===== config.mk =====
export PLATFORM = sky130hd
export DESIGN_NAME = async_fifo_rd_stream_flat
export DESIGN_NICKNAME = d
export VERILOG_FILES = /design/src/rtl/async_fifo_pkg.sv /design/src/rtl/async_fifo_rd_stream_if.sv /design/src/rtl/rd_prefetch_buf.sv /design/src/rtl/async_fifo_rd_stream.sv /design/src/flat_wrapper.sv
export SDC_FILE = /design/constraint.sdc
export NUM_CORES = 1
export LEC_CHECK = 0
export CAP_MARGIN = 20
export CORE_MARGIN = 8
export CORE_UTILIZATION = 50
export DETAILED_ROUTE_END_ITERATION = 8
export PLACE_DENSITY = 0.74
export SLEW_MARGIN = 5
export SYNTH_ARGS = -nofsm -noshare
export SYNTH_HDL_FRONTEND = slang
export SYNTH_SLANG_ARGS = --single-unit

===== constraint.sdc =====
create_clock -name rd_clk -period 4.7 [get_ports rd_clk]
set_clock_uncertainty 0.15 [all_clocks]
set_input_delay 0.705 -clock rd_clk [delete_from_list [all_inputs] [get_ports rd_clk]]
set_output_delay 0.705 -clock rd_clk [all_outputs]
set_load 0.05 [all_outputs]

===== src/rtl/async_fifo_pkg.sv =====
// Shared constants and helpers for the async_fifo block and its read-side stream consumer.
package async_fifo_pkg;

  localparam int unsigned BUF_DEPTH          = 3;
  localparam int unsigned PTR_W              = 2;
  localparam int unsigned DEFAULT_DATA_WIDTH = 8;
  localparam int unsigned DEFAULT_CNT_WIDTH  = 16;

  typedef logic [PTR_W-1:0] ptr_t;
  typedef logic [PTR_W:0]   sum_t;

  // Circular pointer increment, wrapping BUF_DEPTH-1 -> 0.
  function automatic ptr_t ptr_inc(ptr_t p);
    return (p == ptr_t'(BUF_DEPTH - 1)) ? '0 : p + ptr_t'(1);
  endfunction

  // True while buffered plus in-flight words leave a free slot.
  function automatic logic has_room(ptr_t occ, logic inflight);
    return (sum_t'(occ) + sum_t'(inflight)) < sum_t'(BUF_DEPTH);
  endfunction

endpackage


===== src/rtl/async_fifo_rd_stream_if.sv =====
// FIFO pop interface plus valid/ready stream output of the read-side consumer.
interface async_fifo_rd_stream_if
  import async_fifo_pkg::*;
#(
  parameter int unsigned DATA_WIDTH = DEFAULT_DATA_WIDTH
);

  logic                  fifo_rd_en;
  logic                  fifo_empty;
  logic [DATA_WIDTH-1:0] fifo_rd_data;
  logic                  m_valid;
  logic [DATA_WIDTH-1:0] m_data;
  logic                  m_ready;

  modport master (
    output fifo_rd_en,
    input  fifo_empty,
    input  fifo_rd_data,
    output m_valid,
    output m_data,
    input  m_ready
  );

  modport slave (
    input  fifo_rd_en,
    output fifo_empty,
    output fifo_rd_data,
    input  m_valid,
    input  m_data,
    output m_ready
  );

endinterface


===== src/rtl/rd_prefetch_buf.sv =====
// Three-entry circular prefetch buffer with head/tail pointers and occupancy count.
module rd_prefetch_buf
  import async_fifo_pkg::*;
#(
  parameter int unsigned DATA_WIDTH = DEFAULT_DATA_WIDTH
) (
  input  logic                  clk_i,
  input  logic                  rst_i,
  input  logic                  clr_i,
  input  logic                  wr_en_i,
  input  logic [DATA_WIDTH-1:0] wr_data_i,
  input  logic                  rd_en_i,
  output ptr_t                  occ_o,
  output logic                  valid_o,
  output logic [DATA_WIDTH-1:0] rd_data_o
);

  logic [DATA_WIDTH-1:0] mem_q [BUF_DEPTH];
  ptr_t head_q, head_d;
  ptr_t tail_q, tail_d;
  ptr_t occ_q, occ_d;

  always_comb begin
    head_d = head_q;
    tail_d = tail_q;
    occ_d  = occ_q;
    if (clr_i) begin
      head_d = '0;
      tail_d = '0;
      occ_d  = '0;
    end else begin
      if (wr_en_i) tail_d = ptr_inc(tail_q);
      if (rd_en_i) head_d = ptr_inc(head_q);
      // Simultaneous write and read leaves occupancy unchanged.
      case ({wr_en_i, rd_en_i})
        2'b10:   occ_d = occ_q + ptr_t'(1);
        2'b01:   occ_d = occ_q - ptr_t'(1);
        default: occ_d = occ_q;
      endcase
    end
  end

  always_ff @(posedge clk_i) begin
    if (rst_i) begin
      head_q <= '0;
      tail_q <= '0;
      occ_q  <= '0;
      for (int unsigned i = 0; i < BUF_DEPTH; i++) begin
        mem_q[i] <= '0;
      end
    end else begin
      head_q <= head_d;
      tail_q <= tail_d;
      occ_q  <= occ_d;
      if (wr_en_i && !clr_i) begin
        mem_q[tail_q] <= wr_data_i;
      end
    end
  end

  assign occ_o     = occ_q;
  assign valid_o   = (occ_q != '0);
  assign rd_data_o = mem_q[head_q];

endmodule


===== src/rtl/async_fifo_rd_stream.sv =====
// Read-domain consumer: pops async_fifo words through a prefetch buffer onto a valid/ready
// stream and counts delivered words.
module async_fifo_rd_stream
  import async_fifo_pkg::*;
#(
  parameter int unsigned DATA_WIDTH = DEFAULT_DATA_WIDTH,
  parameter int unsigned CNT_WIDTH  = DEFAULT_CNT_WIDTH
) (
  input  logic                 rd_clk,
  input  logic                 rd_rst,
  input  logic                 flush,
  async_fifo_rd_stream_if.master bus,
  output logic [CNT_WIDTH-1:0] pop_count
);

  logic                 inflight_q, inflight_d;
  logic [CNT_WIDTH-1:0] pop_count_q, pop_count_d;
  ptr_t                 occ;
  logic                 buf_valid;
  logic                 rd_en;
  logic                 capture;
  logic                 pop;

  // Issue depends only on registered state and FIFO/flush/reset, never on m_ready.
  always_comb begin
    rd_en       = !rd_rst && !flush && !bus.fifo_empty && has_room(occ, inflight_q);
    capture     = inflight_q && !flush;
    pop         = buf_valid && bus.m_ready && !flush;
    inflight_d  = rd_en;
    pop_count_d = pop_count_q;
    if (pop) pop_count_d = pop_count_q + CNT_WIDTH'(1);
  end

  always_ff @(posedge rd_clk) begin
    if (rd_rst) begin
      inflight_q  <= 1'b0;
      pop_count_q <= '0;
    end else begin
      inflight_q  <= inflight_d;
      pop_count_q <= pop_count_d;
    end
  end

  rd_prefetch_buf #(
    .DATA_WIDTH (DATA_WIDTH)
  ) u_buf (
    .clk_i     (rd_clk),
    .rst_i     (rd_rst),
    .clr_i     (flush),
    .wr_en_i   (capture),
    .wr_data_i (bus.fifo_rd_data),
    .rd_en_i   (pop),
    .occ_o     (occ),
    .valid_o   (buf_valid),
    .rd_data_o (bus.m_data)
  );

  assign bus.fifo_rd_en = rd_en;
  assign bus.m_valid    = buf_valid;
  assign pop_count      = pop_count_q;

endmodule


===== src/flat_wrapper.sv =====
// flat-port wrapper written by rule: the top's interface ports become plain ports
module async_fifo_rd_stream_flat import async_fifo_pkg::*;
#(
  parameter int unsigned DATA_WIDTH = DEFAULT_DATA_WIDTH,
  parameter int unsigned CNT_WIDTH  = DEFAULT_CNT_WIDTH
)
  (rd_clk, rd_rst, flush, pop_count, bus_fifo_rd_en, bus_fifo_empty, bus_fifo_rd_data, bus_m_valid, bus_m_data, bus_m_ready);
  async_fifo_rd_stream_if #(.DATA_WIDTH(DATA_WIDTH)) bus_i ();
  input  logic rd_clk;
  input  logic rd_rst;
  input  logic flush;
  output logic [CNT_WIDTH-1:0] pop_count;
  output wire logic [$bits(bus_i.fifo_rd_en)-1:0] bus_fifo_rd_en;
  input wire logic [$bits(bus_i.fifo_empty)-1:0] bus_fifo_empty;
  input wire logic [$bits(bus_i.fifo_rd_data)-1:0] bus_fifo_rd_data;
  output wire logic [$bits(bus_i.m_valid)-1:0] bus_m_valid;
  output wire logic [$bits(bus_i.m_data)-1:0] bus_m_data;
  input wire logic [$bits(bus_i.m_ready)-1:0] bus_m_ready;
  assign bus_fifo_rd_en = bus_i.fifo_rd_en;
  assign bus_i.fifo_empty = bus_fifo_empty;
  assign bus_i.fifo_rd_data = bus_fifo_rd_data;
  assign bus_m_valid = bus_i.m_valid;
  assign bus_m_data = bus_i.m_data;
  assign bus_i.m_ready = bus_m_ready;
  async_fifo_rd_stream #(.DATA_WIDTH(DATA_WIDTH), .CNT_WIDTH(CNT_WIDTH)) u_core (.rd_clk(rd_clk), .rd_rst(rd_rst), .flush(flush), .bus(bus_i), .pop_count(pop_count));
endmodule

==> results by group <==
Status
  – Run status: finished, final reports clean

Clocking
  – Cell chosen for the clock root: sky130_fd_sc_hd__clkbuf_8
  – Clk sinks: 57
  – Count of instances resized after the clock tree is built: 0
  – H-tree levels: 3
  – Number of buffers inserted by post-CTS setup repair: 0
  – Skew-Pair Late Insertion Delay: ~0.34 ns
  – CTS tree: yes
  – Clock Path Buffers: 2
  – Count of hold buffers inserted by post-cts repair: 0
  – Clock input transition at the sequential cells of the worst setup and hold paths: approximately 0.060 ns
  – Num CTS Buffers: 9

Global routing
  – Pin count of the biggest net entering global routing: 23
  – Vias in the first global route: approximately 1,600
  – GRT Util Overall: 0.141
  – Overflow after GRT: 0
  – Initial antenna violation count: 0
  – Global-route wire length before repair: approximately 7.9 mm

Hold path
  – Number of cells on the worst hold path: 2
  – Start point of the worst min-delay path: u_core.pop_count[15]$_SDFFE_PP0P_
  – Hold crit path type: reg2reg
  – End point of the most critical hold path: u_core.pop_count[15]$_SDFFE_PP0P_

Timing
  – Post-route setup slack: just over 0.9 ns
  – Transition time at the pin with the least slew margin: 0.885 ns
  – Highest attainable clock frequency: 264 MHz
  – Max-slew violations: 0
  – Minimum period implied by the final worst setup slack: between 3 and 4 ns
  – Final Hold Viols: 0
  – Setup violations, final: 0
  – Relative max-transition margin: 0.405
  – Total negative slack: 0 ns
  – Final period utilization: 0.805
  – RSZ-0062 raised after global routing: false

Die
  – Top-Level Pins: 39
  – Core Region: ~4800 um2
  – Die H: between 80 and 90 um
  – Die Area: approximately 7400 um2
  – Effective utilization at floorplan: 0.519
  – Number of placement rows: 25
  – Die outline width: 86.3 um

Cells and area
  – Fraction of final layout cells sized beyond drive strength 1: 0.119
  – Number of inserted filler cells in the final layout: between 300 and 400
  – Number of antenna repair diodes: 0
  – Final core area utilization: 0.655
  – Area added between synthesis and finish: 26.2%
  – Nets@finish: 265

Yosys
  – Synthesized Nets: 220
  – Warnings, synthesis: 0
  – Mapped Avg Cell Area: roughly 12 um2
  – Seq cells post-synth: 57
  – Post-Synthesis Cell Area: about 2500 um2
  – Post-synthesis instance total: between 200 and 250
  – Number of distinct library cell variants in the gate-level netlist after synthesis: 33
  – Sequential share of the synthesized area: 0.592

Route
  – Via-per-instance ratio: between 5 and 6
  – Average routed wire per standard cell: ~15 um
  – Final routed DRC violation total: 0
  – Iter 0 DRT Violations: 69
  – Post-route antenna net violation count: 0
  – 1st-pass router iterations: 4
  – Drt total wl: 4.83 mm
  – Count of vias placed by the detailed router: between 1,500 and 2,000

Pwr
  – Total power of the final layout: between 0.001 and 0.0015 W
  – Leakage power: around 1.1 nW
  – Power density over the cells: between 300 and 400 nW/um2
  – Max VDD drop: around 0.00022 V

Worst setup path
  – Worst reg-to-reg path cell count: 7
  – Required time worst endpoint: ~3.9 ns
  – Critical path capture point type: output port
  – Critical R2R Capture: u_core.u_buf.occ_o[1]$_SDFFE_PP0P_
  – Startpoint type of the worst setup path: input port
  – WS Path Type: in2out
  – Source of the worst register-to-register timing path: u_core.u_buf.occ_o[0]$_SDFFE_PP0P_
  – Highest fanout seen on the critical path: 22
  – Arrival time reported for the critical path endpoint: a little under 3 ns
  – Worst reg-to-reg setup slack: 2.69 ns

Flow run
  – Number of maximum-capacitance violations: 0

Placement
  – Final HPWL DP: ~3.3 mm
  – Pre-CTS setup slack: between 0.8 and 0.9 ns
  – Count of buffers from port buffering: 38
  – GP Congestion: 0.741
## worst max-delay path, cell delays in order
cell                              delay, ns
sky130_fd_sc_hd__clkdlybuf4s50_1       0.39
sky130_fd_sc_hd__buf_4                 0.21
sky130_fd_sc_hd__or2_2                 0.39
sky130_fd_sc_hd__a2111oi_0             0.36
sky130_fd_sc_hd__clkdlybuf4s50_1       0.87
## layout by cell type (no fill, tap or decap), types with 3 or more instances in the layout
cell                              synthesis  routed
sky130_fd_sc_hd__xnor2_1                  5       5
sky130_fd_sc_hd__or4_1                    5       5
sky130_fd_sc_hd__clkdlybuf4s50_1          0      38
sky130_fd_sc_hd__dfxtp_1                 25      25
sky130_fd_sc_hd__inv_1                    5       5
sky130_fd_sc_hd__o31ai_1                  5       5
sky130_fd_sc_hd__ha_1                     4       4
sky130_fd_sc_hd__or3_1                    8       8
sky130_fd_sc_hd__nand3_1                  4       4
sky130_fd_sc_hd__edfxtp_1                32      32
sky130_fd_sc_hd__clkbuf_8                 0       9
sky130_fd_sc_hd__a21oi_1                 15      15
sky130_fd_sc_hd__or2_2                    3       3
sky130_fd_sc_hd__nor2_1                  11      11
sky130_fd_sc_hd__xor2_1                   3       3
sky130_fd_sc_hd__buf_4                    0       3
sky130_fd_sc_hd__nand2_1                 11      11
sky130_fd_sc_hd__o21ai_0                  5       5
sky130_fd_sc_hd__mux4_2                   8       8
sky130_fd_sc_hd__nor4_1                   3       3
sky130_fd_sc_hd__and2_1                  25      25
sky130_fd_sc_hd__nor3_1                   5       5
## cells by family after synthesis
logic type	Yosys count	synth area share
adder cells (fa/ha/maj)	4	0.0203
flip-flops	57	0.592
multiplexers	8	0.0730
AND/OR/NAND/NOR	86	0.202
AO/OA/AOI/OAI	28	0.0659
buffers and inverters	12	0.0188
XOR/XNOR	8	0.0284
## layer usage
| metal | vias up | wire (um) | global-route usage |
|---|---|---|---|
| met5 | - | 0 | 0 |
| met4 | 0 | 143 | 0.0939 |
| met3 | 12 | 219 | 0.0388 |
| met2 | 46 | 2260 | 0.213 |
| met1 | 813 | 2210 | 0.172 |
| li1 | 846 | - | - |
## metrics by stage
stage	instances	hold slack (ns)	area, um2
floorplan	203	0.308	2470
global placement	304	0.314	2930
detailed placement	304	0.332	2930
CTS	320	0.340	3110
global route	320	0.351	3110
finish	320	0.343	3110
## cell usage after synthesis
library cell,n,share of area
sky130_fd_sc_hd__and2_1,25,0.063
sky130_fd_sc_hd__xnor2_1,5,0.018
sky130_fd_sc_hd__nor3_1,5,0.010
sky130_fd_sc_hd__nor2_1,11,0.017
sky130_fd_sc_hd__nand2_1,11,0.017
sky130_fd_sc_hd__or3_1,8,0.020
sky130_fd_sc_hd__clkbuf_1,5,0.0076
sky130_fd_sc_hd__xor2_1,3,0.011
sky130_fd_sc_hd__nand3b_1,1,0.0030
sky130_fd_sc_hd__mux4_2,8,0.073
sky130_fd_sc_hd__or2_2,3,0.0076
sky130_fd_sc_hd__nor2b_1,1,0.0025
sky130_fd_sc_hd__o31ai_1,5,0.015
sky130_fd_sc_hd__inv_1,5,0.0076
sky130_fd_sc_hd__nor4_1,3,0.0076
sky130_fd_sc_hd__a21oi_1,15,0.030
sky130_fd_sc_hd__edfxtp_1,32,0.39
sky130_fd_sc_hd__ha_1,4,0.020
sky130_fd_sc_hd__buf_1,1,0.0015
sky130_fd_sc_hd__nand2b_4,1,0.0056
sky130_fd_sc_hd__nor2_2,1,0.0025
sky130_fd_sc_hd__or4_1,5,0.015
sky130_fd_sc_hd__nand4_1,2,0.0051
sky130_fd_sc_hd__o21bai_1,1,0.0030
sky130_fd_sc_hd__nor4b_1,1,0.0035
sky130_fd_sc_hd__buf_2,1,0.0020
sky130_fd_sc_hd__o21ai_0,5,0.010
sky130_fd_sc_hd__dfxtp_1,25,0.20
sky130_fd_sc_hd__nand2b_1,2,0.0051
sky130_fd_sc_hd__a2111oi_0,2,0.0071
sky130_fd_sc_hd__nand4_2,1,0.0051
sky130_fd_sc_hd__and4_1,1,0.0035
sky130_fd_sc_hd__nand3_1,4,0.0081
## flip-flops by register name, summed over array words and instances, names as in the netlist, named ones only
register and cells:
u_core.inflight_q 1, u_core.u_buf.occ_o 2, u_core.pop_count 16, u_core.u_buf.mem_q 32, u_core.u_buf.head_q 2, u_core.u_buf.tail_q 2
## area by class of cell
type / instances / area (um2) / share of cell area
multi-input combinational: 134 / 961 / 0.309
timing repair buffer: 41 / 403 / 0.129
sequential: 57 / 1460 / 0.469
clock inverter: 6 / 58.8 / 0.0189
tap: 67 / 83.8 / 0.0269
inverter: 5 / 18.8 / 0.00603
clock buffer: 10 / 128 / 0.0410
## power by group
part	leakage [nW]	switching, W	internal, W	total [W]
combinational	0.444	0.0000324	0.0000235	0.0000559
clock	0.0913	0.000191	0.000241	0.000432
sequential	0.523	0.00000299	0.000534	0.000537
## worst max path at each step
stage                                end  startpoint
after detailed placement  bus_fifo_rd_en      rd_rst
after global routing      bus_fifo_rd_en      rd_rst
after floorplan           bus_fifo_rd_en       flush
after global placement    bus_fifo_rd_en      rd_rst
after CTS                 bus_fifo_rd_en      rd_rst
final                     bus_fifo_rd_en      rd_rst
Power figures use the tool's default switching activity.
